[src/rtl/sram_port_arbiter.sv]
`default_nettype none
// ============================================================================
// Module   : sram_port_arbiter
// Brief    : Round-robin two-port arbiter and access sequencer for a
//            4-entry x 1-bit sram. Grants one client per 3-cycle
//            IDLE/ACCESS/DONE sequence. Read data and a one-cycle ack go
//            back to the client that won.
// Revision : 1.0 - initial release
// ============================================================================
module sram_port_arbiter #(
  parameter int ADDR_W = 2
) (
  input  logic              clk,
  input  logic              rst,        // asynchronous, active-low
  input  logic              a_req,
  input  logic              a_rw,
  input  logic [ADDR_W-1:0] a_addr,
  input  logic              a_wdata,
  output logic              a_ack,
  input  logic              b_req,
  input  logic              b_rw,
  input  logic [ADDR_W-1:0] b_addr,
  input  logic              b_wdata,
  output logic              b_ack,
  output logic              rdata,
  output logic              busy,
  output logic              sram_din,
  output logic              sram_rw,
  output logic [ADDR_W-1:0] sram_addr,
  input  logic              sram_dout
);

  typedef enum logic [1:0] {
    S_IDLE   = 2'd0,
    S_ACCESS = 2'd1,
    S_DONE   = 2'd2
  } state_t;

  state_t            r_state;
  logic              r_last;    // 1 = port B was served last
  logic              r_win_b;   // 1 = current transaction belongs to port B
  logic              r_rw;      // latched direction of current transaction

  logic              w_grant_b;
  logic              w_rw;
  logic [ADDR_W-1:0] w_addr;
  logic              w_wdata;

  // Pick the winner. A lone requester wins; on a tie the port not served last wins.
  always_comb begin
    w_grant_b = 1'b0;
    if (a_req && !b_req) begin
      w_grant_b = 1'b0;
    end else if (b_req && !a_req) begin
      w_grant_b = 1'b1;
    end else begin
      w_grant_b = ~r_last;
    end
    w_rw    = w_grant_b ? b_rw    : a_rw;
    w_addr  = w_grant_b ? b_addr  : a_addr;
    w_wdata = w_grant_b ? b_wdata : a_wdata;
  end

  // Sequencer FSM. Every output is a register, so nothing glitches on client inputs.
  always_ff @(posedge clk or negedge rst) begin
    if (!rst) begin
      r_state   <= S_IDLE;
      r_last    <= 1'b1;
      r_win_b   <= 1'b0;
      r_rw      <= 1'b0;
      a_ack     <= 1'b0;
      b_ack     <= 1'b0;
      rdata     <= 1'b0;
      busy      <= 1'b0;
      sram_rw   <= 1'b0;
      sram_addr <= '0;
      sram_din  <= 1'b0;
    end else begin
      case (r_state)
        S_IDLE: begin
          a_ack <= 1'b0;
          b_ack <= 1'b0;
          if (a_req || b_req) begin
            r_state   <= S_ACCESS;
            r_last    <= w_grant_b;
            r_win_b   <= w_grant_b;
            r_rw      <= w_rw;
            sram_addr <= w_addr;
            sram_din  <= w_wdata;
            sram_rw   <= w_rw;    // write strobe lives only in ACCESS
            busy      <= 1'b1;
          end
        end
        S_ACCESS: begin
          r_state <= S_DONE;
          sram_rw <= 1'b0;
          if (!r_rw) begin
            rdata <= sram_dout;
          end
          a_ack <= ~r_win_b;
          b_ack <= r_win_b;
        end
        S_DONE: begin
          r_state <= S_IDLE;
          a_ack   <= 1'b0;
          b_ack   <= 1'b0;
          busy    <= 1'b0;
        end
        default: begin
          r_state <= S_IDLE;
          a_ack   <= 1'b0;
          b_ack   <= 1'b0;
          busy    <= 1'b0;
          sram_rw <= 1'b0;
        end
      endcase
    end
  end

endmodule
`default_nettype wire

[config.mk]
export PLATFORM = sky130hd
export DESIGN_NAME = sram_port_arbiter
export DESIGN_NICKNAME = d
export VERILOG_FILES = /design/src/rtl/sram_port_arbiter.sv
export SDC_FILE = /design/constraint.sdc
export NUM_CORES = 1
export LEC_CHECK = 0
export CORE_MARGIN = 2
export CORE_UTILIZATION = 47
export DETAILED_ROUTE_END_ITERATION = 10
export PLACE_DENSITY = 0.79
export SETUP_SLACK_MARGIN = 0.5
export SLEW_MARGIN = 20
export SYNTH_ARGS = -nofsm -noshare
export SYNTH_HDL_FRONTEND = slang
export SYNTH_SLANG_ARGS = --single-unit
[constraint.sdc]
create_clock -name clk -period 2.34 [get_ports clk]
set_clock_uncertainty 0.2 [all_clocks]
set_input_delay 0.351 -clock clk [delete_from_list [all_inputs] [get_ports clk]]
set_output_delay 0.351 -clock clk [all_outputs]
set_load 0.03 [all_outputs]
==> run_results.csv <==
group,metric,value,unit
sta,slew_violations,0,
floorplanning,die-height,41.2,µm
drt,wl_per_cell,13.3,µm
synth,syn_inst,65,
synth,synth.distinct_cells,27,
floorplanning,num_rows,13,
critical_path,path_class,"primary input to flip-flop",
drt,final_antenna_net_count,0,
critical_path,path_depth,4,
clocking,numCtsBuffers,3,
cells_and_area,area_delta_synth_final,38.0,%
critical_path,cp-start-kind,"primary input",
cells_and_area,utilization,0.688,
critical_path,crit_family,"buffers and inverters",
drt,drt-pass1-iter-count,4,
clocking,post_cts_buffers,0,
placement,place_ws,386,ps
clocking,htree_levels,1,
critical_path,worstPathMaxFanout,3,
sta,finalHoldViolCount,0,
critical_path,slowest_stage,"clkdlybuf4s50_1",
sta,timing.fmax,604,MHz
pwr,p_leak,0.000453,µW
critical_path,cp.required,2320,ps
pwr,combPwrFrac,0.492,
drt,drcViolationCount,0,
global_route,grtUsageTotal,0.207,
sta,post-route-period-util,0.707,
global_route,grt_pass1_vias,517,
floorplanning,start_util,0.499,
clocking,clk_path_buf_depth,2,
drt,drt-initial-drc-count,10,
clocking,clock-sinks,13,
sta,tightest_slew,559,ps
synth,syn_nets,78,
sta,period_minus_slack,1650,ps
clocking,clock_latency,270,ps
sta,setup_tns,0,ps
clocking,cts_tree,"yes",
global_route,grt_antenna_before_repair,0,
sta,worst_slack,685,ps
global_route,grt-ovfl-total,0,
synth,synth_edf_count,0,
placement,gp_congestion,0.723,
drt,vias_per_cell,5.69,
cells_and_area,nets,102,
synth,synth-seq-area-share,0.503,
pwr,peakVddDrop,0.627,mV
hold_path,hold_path_class,"primary input to async pin",
clocking,root_buffer,"clkbuf_4",
synth,ys.flop_type,"dfrtp_1",
floorplanning,pin_count,21,
pwr,clkPwrFrac,0.122,
pwr,power.density,1220,mW/mm²
synth,synthArstFlopShare,1.00,
critical_path,cp_cell_sequence,"clkdlybuf4s50_1 > nor2b_1 > mux2_4 > a311oi_2",
synth,yosysWarnings,0,
synth,synth_seq_cells,13,
synth,synth_top_area_share,0.462,
outcome,status,"finished clean",
synth,yosys.area.top_type,"dfrtp_1",
sta,grt_setup_unrepaired,"no",
cells_and_area,filler_cell_count,108,
sta,setup_violations,0,
synth,syn_area_per_cell,9.99,µm²
synth,syn_area,649,µm²
synth,synth_common_cells,"dfrtp_1 (12), inv_1 (6), nor2_1 (6), o2111ai_1 (6), o21ai_0 (4)",
pwr,netSwitchingPower,464,µW
pwr,finalPower,1090,µW
pwr,pwr-share-seq,0.386,
critical_path,ff2ff_path_depth,3,
global_route,grt_pass1_wl,2170,µm
sta,hold_slack,240,ps
critical_path,cp-end-kind,"flip-flop",
cells_and_area,multi_input_area,274,µm²
drt,via_count,586,
pwr,swShare,0.426,
critical_path,critical-path-max-stage-delay,470,ps
floorplanning,die_area,0.00169,mm²
synth,synth.most_common_cell,"dfrtp_1",
synth,ys_top_cells_by_area,"dfrtp_1 (46%), o2111ai_1 (8.1%), dfstp_2 (4.0%)",
cells_and_area,seqCellArea,327,µm²
critical_path,cp.buffers_inverters,1,
cells_and_area,antenna_cells,0,
job,cap_viol_max_count,0,
floorplanning,dieWidth,41.2,µm
critical_path,cp_data_arrival_time,1630,ps
pwr,p_int,626,µW
placement,post-dp-hpwl,1080,µm
drt,routed_wl,1370,µm
floorplanning,fp.coreArea,0.00130,mm²
cells_and_area,drive_gt1_frac,0.125,
global_route,grt_max_degree,14,
placement,io_buffers,20,
clocking,clk_pin_slew,80,ps
sta,slew_headroom,0.626,
## stage by stage
| step | cell area (µm²) | instances |
|---|---|---|
| 3_3_place_gp | 868 | 99 |
| 6_report | 896 | 103 |
| 3_5_place_dp | 868 | 99 |
| 4_1_cts | 888 | 103 |
| 2_1_floorplan | 649 | 65 |
| 5_1_grt | 896 | 103 |
## kinds of logic (layout without fill, tap and decap cells)
kind of cell	Yosys count	count (layout)	share of synthesized area
flip-flops	13	13	0.503
AO/OA/AOI/OAI	21	21	0.245
buffers and inverters	11	34	0.0751
AND/OR/NAND/NOR	18	18	0.137
multiplexers	2	2	0.0405
## worst register-to-register path, cell delays in order (launching register included)
cell	delay [ps]
dfstp_2	630
nand2_1	70
mux2_4	270
a311oi_2	220
## worst paths after layout
path	startpoint	endpoint	slack [ps]
max	b_req	sram_rw	690
min	rst	r_state[0]	240
max reg2reg	r_last	sram_rw	860
min reg2reg	r_win_b	a_ack	250
max in group asynchronous	rst	r_last	1330
min in group clk	r_win_b	a_ack	250
## layout make-up
type | count | area share
clock buffer | 4 | 0.0293
sequential | 13 | 0.365
inverter | 7 | 0.0293
timing repair buffer | 23 | 0.250
multi-input combinational | 41 | 0.306
tap | 15 | 0.0209
## power groups by stage
stage,clock network (µW),logic [µW],registers (µW)
after floorplan,0,262,518
after global placement,0,555,420
after detailed placement,0,574,428
after CTS,137,545,422
after global routing,151,587,434
final,133,536,420
## cell usage in the layout (no fill, tap or decap)
cell type and n:
dfrtp_1 12, clkdlybuf4s50_1 12, inv_1 6, nor2_1 6
o2111ai_1 6, dlygate4sd2_1 5, o21ai_0 4, nand2_1 3
nand3_1 3, clkbuf_4 3, dlymetal6s2s_1 3, buf_4 3
nand2b_1 2, a31oi_1 2, o21ai_1 2, and2_1 1
a21oi_1 1, a32o_1 1, nor2b_1 1, a211oi_1 1
a22o_1 1, or2_1 1, o31ai_1 1, inv_2 1
mux2_1 1, and3b_1 1, mux2_4 1, o21ba_2 1
a311oi_2 1, clkbuf_1 1, dfstp_2 1
## per-layer routing
metal  vias to the layer above  share of wire  track usage
li1                        280              -            -
met1                       273           0.42        0.243
met2                        29           0.50        0.340
met3                         4          0.060       0.0489
met4                         0          0.018        0.121
met5                         -              0            0
## flip-flops by register name (all words and copies together), names as in the netlist
signal and count:
busy 1, r_rw 1, rdata 1, b_ack 1, sram_addr 2, a_ack 1
r_last 1, r_win_b 1, sram_din 1, sram_rw 1, r_state 2
## timing repair
action | CTS | global route
gates cloned | 0 | 0
pin swaps | 0 | 0
setup endpoints to repair | 5 | 3
gates resized for setup | 5 | 3
hold buffers | 0 | 0
(Power assumes the default switching activity.)
